$ cat config.mk
export PLATFORM = sky130hd
export DESIGN_NAME = mag_comp_pipe
export DESIGN_NICKNAME = d
export VERILOG_FILES = /design/src/rtl/comp_pkg.sv /design/src/rtl/mag_comp_core.sv /design/src/rtl/mag_comp_pipe.sv
export SDC_FILE = /design/constraint.sdc
export NUM_CORES = 1
export LEC_CHECK = 0
export ABC_CLOCK_PERIOD_IN_PS = 4300
export BUFFER_PORTS_ARGS = -buffer_cell sky130_fd_sc_hd__buf_2
export CAP_MARGIN = 10
export CORE_MARGIN = 10
export CORE_UTILIZATION = 56
export CTS_BUF_LIST = sky130_fd_sc_hd__clkbuf_8
export DETAILED_ROUTE_END_ITERATION = 10
export GPL_TIMING_DRIVEN = 0
export PLACE_DENSITY_LB_ADDON = 0.15
export SLEW_MARGIN = 40
export SYNTH_ARGS = -nofsm -noshare
export SYNTH_HDL_FRONTEND = slang
export SYNTH_HIERARCHICAL = 1
export SYNTH_SLANG_ARGS = --single-unit
$ cat constraint.sdc
create_clock -name clk -period 4.3 [get_ports clk]
set_clock_uncertainty 0.2 [all_clocks]
set_input_delay 1.075 -clock clk [delete_from_list [all_inputs] [get_ports clk]]
set_output_delay 1.075 -clock clk [all_outputs]
set_load 0.01 [all_outputs]
$ cat src/rtl/comp_pkg.sv
// Shared types, constants and helpers for the pipelined magnitude comparator.
package comp_pkg;

    // One-hot comparison outcome, bit order {gt, lt, eq}.
    typedef logic [2:0] cmp_res_t;

    localparam cmp_res_t CMP_GT = 3'b100;
    localparam cmp_res_t CMP_LT = 3'b010;
    localparam cmp_res_t CMP_EQ = 3'b001;

    // Output-register occupancy states. While FULL, the result registers hold a live result.
    localparam logic ST_EMPTY = 1'b0;
    localparam logic ST_FULL  = 1'b1;

    // Wide carrier type for the counter helper. Counters can be up to 64 bits wide.
    typedef logic [63:0] cnt_wide_t;

    // Saturating increment: the counter sticks at max and never wraps.
    function automatic cnt_wide_t sat_inc(input cnt_wide_t cnt, input cnt_wide_t max);
        return (cnt >= max) ? cnt : cnt + 64'd1;
    endfunction

endpackage

$ cat src/rtl/mag_comp_core.sv
// Combinational magnitude comparator with unsigned or two's-complement interpretation.
module mag_comp_core
    import comp_pkg::*;
#(
    parameter int WIDTH = 8
) (
    input  logic [WIDTH-1:0] a,
    input  logic [WIDTH-1:0] b,
    input  logic             signed_mode,
    output cmp_res_t         res,
    output logic [WIDTH-1:0] max,
    output logic [WIDTH-1:0] min
);

    // Extending by one bit, with the MSB replicated only in signed mode, lets a single
    // signed compare cover both interpretations. With WIDTH=1 a set bit then reads as -1.
    logic signed [WIDTH:0] ext_a;
    logic signed [WIDTH:0] ext_b;

    assign ext_a = {signed_mode & a[WIDTH-1], a};
    assign ext_b = {signed_mode & b[WIDTH-1], b};

    // Select the outcome, then steer the operands. On equality a is reported as max and b as min.
    always_comb begin
        // NOTE: every output gets a default first, so no path can leave it unassigned and infer a latch.
        res = CMP_EQ;
        max = a;
        min = b;
        if (ext_a > ext_b) begin
            res = CMP_GT;
        end else if (ext_a < ext_b) begin
            res = CMP_LT;
            max = b;
            min = a;
        end
    end

endmodule

$ cat src/rtl/mag_comp_pipe.sv
// Registered magnitude comparator with valid/ready handshakes and saturating outcome counters.
module mag_comp_pipe
    import comp_pkg::*;
#(
    parameter int WIDTH = 8,
    parameter int CNT_W = 16
) (
    input  logic             clk,
    input  logic             rst_n,
    input  logic             in_valid,
    output logic             in_ready,
    input  logic [WIDTH-1:0] a,
    input  logic [WIDTH-1:0] b,
    input  logic             signed_mode,
    output logic             out_valid,
    input  logic             out_ready,
    output logic             gt,
    output logic             lt,
    output logic             eq,
    output logic [WIDTH-1:0] max_o,
    output logic [WIDTH-1:0] min_o,
    input  logic             cnt_clr,
    output logic [CNT_W-1:0] gt_cnt,
    output logic [CNT_W-1:0] lt_cnt,
    output logic [CNT_W-1:0] eq_cnt
);

    localparam logic [CNT_W-1:0] CNT_MAX = '1;

    logic             state;
    logic             state_next;
    logic             accept;
    cmp_res_t         core_res;
    logic [WIDTH-1:0] core_max;
    logic [WIDTH-1:0] core_min;

    mag_comp_core #(
        .WIDTH(WIDTH)
    ) u_core (
        .a          (a),
        .b          (b),
        .signed_mode(signed_mode),
        .res        (core_res),
        .max        (core_max),
        .min        (core_min)
    );

    // A single output register with no skid buffer: the input side can load only
    // when the register is empty or is being drained in the same cycle.
    assign out_valid = (state == ST_FULL);
    assign in_ready  = !out_valid || out_ready;
    assign accept    = in_valid && in_ready;

    // Next-state decode for the EMPTY/FULL occupancy tracker.
    always_comb begin
        state_next = state;
        case (state)
            ST_EMPTY: if (accept) state_next = ST_FULL;
            ST_FULL: begin
                if (accept) begin
                    state_next = ST_FULL;
                end else if (out_ready) begin
                    state_next = ST_EMPTY;
                end
            end
            default: state_next = ST_EMPTY;
        endcase
    end

    // Occupancy register. Reset discards any pending result.
    always_ff @(posedge clk) begin
        // NOTE: sequential state uses non-blocking assignments so all registers update together at the edge.
        if (!rst_n) begin
            state <= ST_EMPTY;
        end else begin
            state <= state_next;
        end
    end

    // Result registers load only on accept and otherwise hold, which keeps them stable under backpressure.
    always_ff @(posedge clk) begin
        if (!rst_n) begin
            {gt, lt, eq} <= 3'b000;
            max_o        <= '0;
            min_o        <= '0;
        end else if (accept) begin
            {gt, lt, eq} <= core_res;
            max_o        <= core_max;
            min_o        <= core_min;
        end
    end

    // Outcome counters count at acceptance. A clear wins over a same-cycle increment.
    always_ff @(posedge clk) begin
        if (!rst_n || cnt_clr) begin
            gt_cnt <= '0;
            lt_cnt <= '0;
            eq_cnt <= '0;
        end else if (accept) begin
            case (core_res)
                CMP_GT:  gt_cnt <= CNT_W'(sat_inc(cnt_wide_t'(gt_cnt), cnt_wide_t'(CNT_MAX)));
                CMP_LT:  lt_cnt <= CNT_W'(sat_inc(cnt_wide_t'(lt_cnt), cnt_wide_t'(CNT_MAX)));
                default: eq_cnt <= CNT_W'(sat_inc(cnt_wide_t'(eq_cnt), cnt_wide_t'(CNT_MAX)));
            endcase
        end
    end

endmodule

# Word-level counts from Yosys, hierarchy flattened
# Cells that the tools add are included.
# totals
register_bits	68
out_inout_bits	69
wordCells	45
# op_classes
n_addsub	3
order_cmp	5
n_eq_ne	2
muxes	10
bitwise	7
reduce_logical	9
# ops
cell	n
$add A16 B1 Y16 const B	3
$ge A16 B16 Y1 const B	3
$mux W8	4
$gt A9 B9 Y1	1
$lt A9 B9 Y1	1
$reduce_and A3 Y1	3
$not A1 Y1	5
$eq A3 B2 Y1 const B	1
$eq A3 B3 Y1 const B	1
$mux W1	3
$mux W3	1
$and A1 B1 Y1	2
$logic_not A1 Y1	2
$logic_or A1 B1 Y1	2
$mux W2	1
$pmux W1 S2	1
$reduce_or A2 Y1	1
$logic_and A1 B1 Y1	1

# Depth between registers and ports, before layout
# logic_depth
depth_word	8
ltp_mapped	13
ltp_nobuf	11

# Cells and area by module
# Netlist, hierarchy kept.
# modules_own_cells
mod	instances	cells_per_inst	area_per_inst_um2	seq_area_each_um2
mag_comp_pipe	1	408	3483.3	1361.3
mag_comp_core	1	66	584.3	0.0

# Worst setup path after synthesis
# OpenSTA, ideal clock, no wires.
# synth_timing
path_type	input to register
startpoint	input port b[3]
endpoint	register gt_cnt[10]
t_arrival_ns	3.766
required_ns	4.028
slack_ns	0.263
path_stages	13
path_cell_list	inv_1 > ha_1 > and4_4 > o2bb2ai_1 > or2_1 > a21oi_4 > buf_8 > a31oi_1 > nor3b_2 > nand3_2 > buf_2 > nor4_1 > mux2i_1
# synth_between
elab_chain_cells	5
# synth_lines
element	line	rtl
from (decl)	mag_comp_pipe.sv:13	input logic [WIDTH-1:0] b,
$lt A9 B9 Y1	mag_comp_core.sv:31	end else if (ext_a < ext_b) begin
$mux W2	mag_comp_core.sv:31	
$mux W3 (*)	mag_comp_core.sv:29	if (ext_a > ext_b) begin
via core_res[1]	mag_comp_pipe.sv:33	cmp_res_t core_res;
$eq A3 B3 Y1 (*)	mag_comp_pipe.sv:100	case (core_res)
$reduce_and A3 Y1 (no source line) (*)	-	
to (signal assigned)	mag_comp_pipe.sv:101	CMP_GT: gt_cnt <= CNT_W'(sat_inc(cnt_wide_t'(gt_cnt), cnt_wide_t'(CNT_MAX)));
to (decl)	mag_comp_pipe.sv:23	output logic [CNT_W-1:0] gt_cnt,
# The timed path passes the listed nets; every way through them passes the cells marked *.
# A chain may end at the register's enable or synchronous reset.

# Worst setup path in the final report
# layout_timing
startpoint	input port b[4]
endpoint	register gt_cnt[10]
# Same word-level chain as after synthesis.

==> run metrics <==
clk slew on worst S/H paths roughly 0.080 ns; routed length per placed instance approximately 16 um; number of global-route vias before repair 3812; setup violators final 0; initial core utilization 56.7%; global-route wire length before repair 18100 um; Clock Power Share 42.5%; crit path from b[4]; WP data required 4.38 ns; post-detailed-placement half-perimeter wirelength roughly 8100 um; clock root buffer clkbuf_8; synth warn 6; sequential share of power 43.1%; dpl cell area 4640 um2; Startpoint Class input port; Post-synth EDFFs 0; Pre-antenna DRT Iters 4; GPL Wtd Cong 0.869; hold_ws 0.260 ns; P_leak 1.98 nW; Ant. Diodes 0; post_cts resized 1; Antenna Violating Nets Remaining 0; worst vdd ir between 0.0001 and 0.00015 V; layout cells sized above 1 26.6%; Max FO, Critical Path 13; FF-to-FF Start gt_cnt[8]; Max stage delay cell, worst path a31oi_2; hold path startpoint min_o[4]; All-Layer GR Usage approximately a fifth; final net count 607; FF+latch count, synth 68; Clock Latency Late Sink between 0.3 and 0.4 ns; initial DRC count 177; Die Height about 110 um; share of the synthesized area in the top cell type 33.5%; final hold violation count 0; initial antenna violation count 0; Tot Pwr about 1.5 mW; CTS tree yes; final core occ roughly two thirds; Die ar. 11100 um2; setup slack, reg-to-reg 2.08 ns; largest net degree at the start of global routing 14; number of buffers added on ports 89; crit end category flip-flop; number of placed I/O pins 91; Slew Limit Headroom a little under half; # DRC 0; internal power 1.12 mW; main flop type after synthesis dfxtp_1; critical path type in -> reg; gr ovfl total 0; Clock Path Buffers 2; register area share after synthesis between 30% and 40%; Yosys top cell by area dfxtp_1; hold-fix buffers at CTS 0; core area 7180 um2; TNS Setup 0 ns; r2r endpoint gt_cnt[1]; Post-Syn Area 4070 um2; worst min path class reg -> reg; CTS Buf Count 9; Mapped Avg Cell Area 8.58 um2; max cap viols 0; Syn Inst Count 474; post-synth net total 507; async set-reset flop share out of synthesis 0%; Comb pwr share 14.4%; row count 31; CP max stage delay 0.39 ns; Net Sw Frac 26.0%; final wirelength 11100 um; Fillers 597; vias per cell about 6; Layout area overhead 20.6%; Worst-Margin Slew between 0.8 and 0.9 ns; NetSw 0.395 mW; Critical Path AT about 4.3 ns; Fmax 239 MHz; top-count cell post-synth nand2_1; CTS H-tree lvls 3; dominant cells by area after synthesis dfxtp_1, nand2_1, a21boi_0, a21oi_1, ha_1; CP cell instances buf_2 -> inv_1 -> ha_1 -> and4_4 -> o2bb2ai_1 -> or2_1 -> a21oi_4 -> buf_8 -> a31oi_2 -> nor3b_4 -> nand3_2 -> buf_2 -> nor4_1 -> mux2i_1; final instance area 4910 um2; Distinct cells, synth 62; # clock sinks 68; die width between 100 and 150 um; Post-CTS Repair Setup Buffers 0; Pins Over Slew Limit 0; crit path to gt_cnt[10]; Cell Pwr Density 309 nW/um2; via count between 4000 and 5000; crit path time final 4.18 ns; most instantiated cells after synthesis nand2_1, dfxtp_1, a21oi_1; final period utilization 97.3%; worst r2r path cells 4; most frequent CP cell buf_2; outcome finished, final reports clean
-- power by group through the flow --
stage	sequential, mW	clock (mW)	combinational, mW
floorplan	0.675	0	0.142
global placement	0.668	0	0.208
detailed placement	0.668	0	0.213
CTS	0.654	0.652	0.216
global route	0.655	0.677	0.239
finish	0.654	0.645	0.219
-- kinds of logic after synthesis --
kind of cell	share of synthesized area [%]
AND/OR/NAND/NOR	30.2
multiplexers	8.18
flip-flops	33.5
adder cells (fa/ha/maj)	3.38
buffers and inverters	4.21
AO/OA/AOI/OAI	19.7
XOR/XNOR	0.800
-- per-layer routing --
| metal | GRT usage, % | up-vias | part of all wire [%] |
|---|---|---|---|
| met1 | 23.2 | 1947 | 44 |
| met2 | 32.1 | 134 | 48 |
| met3 | 5.60 | 11 | 6.6 |
| met5 | 0 | - | 0 |
| li1 | - | 1996 | - |
| met4 | 6.08 | 0 | 0.92 |
-- cells in the final DEF, fill, tap and decap left out, types with 4 or more instances in the layout --
cell type  instances
mux2_4             8
nor4_2             4
clkbuf_1          14
o31ai_1           16
mux2_2             7
o41ai_1            4
o21a_1             5
ha_1              11
nand4_1           19
or3_1              6
a21oi_1           29
nand3_1           17
nor4_1            11
clkbuf_8           9
and3_1            10
a21boi_0          20
nand2b_1          13
inv_1             14
o21ai_0           10
buf_2             99
mux2i_1           12
nor2_1             6
and4_1            12
nand2_1           76
dfxtp_1           68
or4_1             18
-- stage by stage --
stage,std cells,setup WS [ns]
finish,678,0.117
global route,678,-0.00179
CTS,678,0.103
detailed placement,662,-0.389
global placement,662,-0.340
floorplan,474,0.263
-- area by class of cell --
cell class	count	area (um2)	share of cell area (%)
plain buffers	26	123	2.50
clock buffers	9	124	2.52
clock inverters	7	116	2.37
inverters	13	48.8	0.995
multi-input cells	367	2560	52.3
flip-flops and latches	68	1360	27.7
well taps	99	124	2.52
repair buffers	89	445	9.08
-- worst min-delay path by stage --
stage               end  slack [ns]  depth (start not counted)
6_report       min_o[4]        0.26                          2
5_1_grt        max_o[3]        0.29                          2
4_1_cts        min_o[4]        0.26                          2
3_5_place_dp   min_o[4]        0.25                          2
3_3_place_gp   max_o[4]        0.25                          2
2_1_floorplan        eq        0.29                          2
-- sequential cells by signal, summed over array words and instances (netlist names), 8 cells and up --
name	flops
lt_cnt	16
min_o	8
gt_cnt	16
max_o	8
eq_cnt	16
-- worst max-delay path: cells and delay by family --
family | cells | cell delay [ns]
buffers and inverters | 4 | 0.60
adder cells (fa/ha/maj) | 1 | 0.31
AO/OA/AOI/OAI | 3 | 0.70
multiplexers | 1 | 0.23
AND/OR/NAND/NOR | 5 | 1.36
Note: power is estimated with default switching activity, not from simulation.
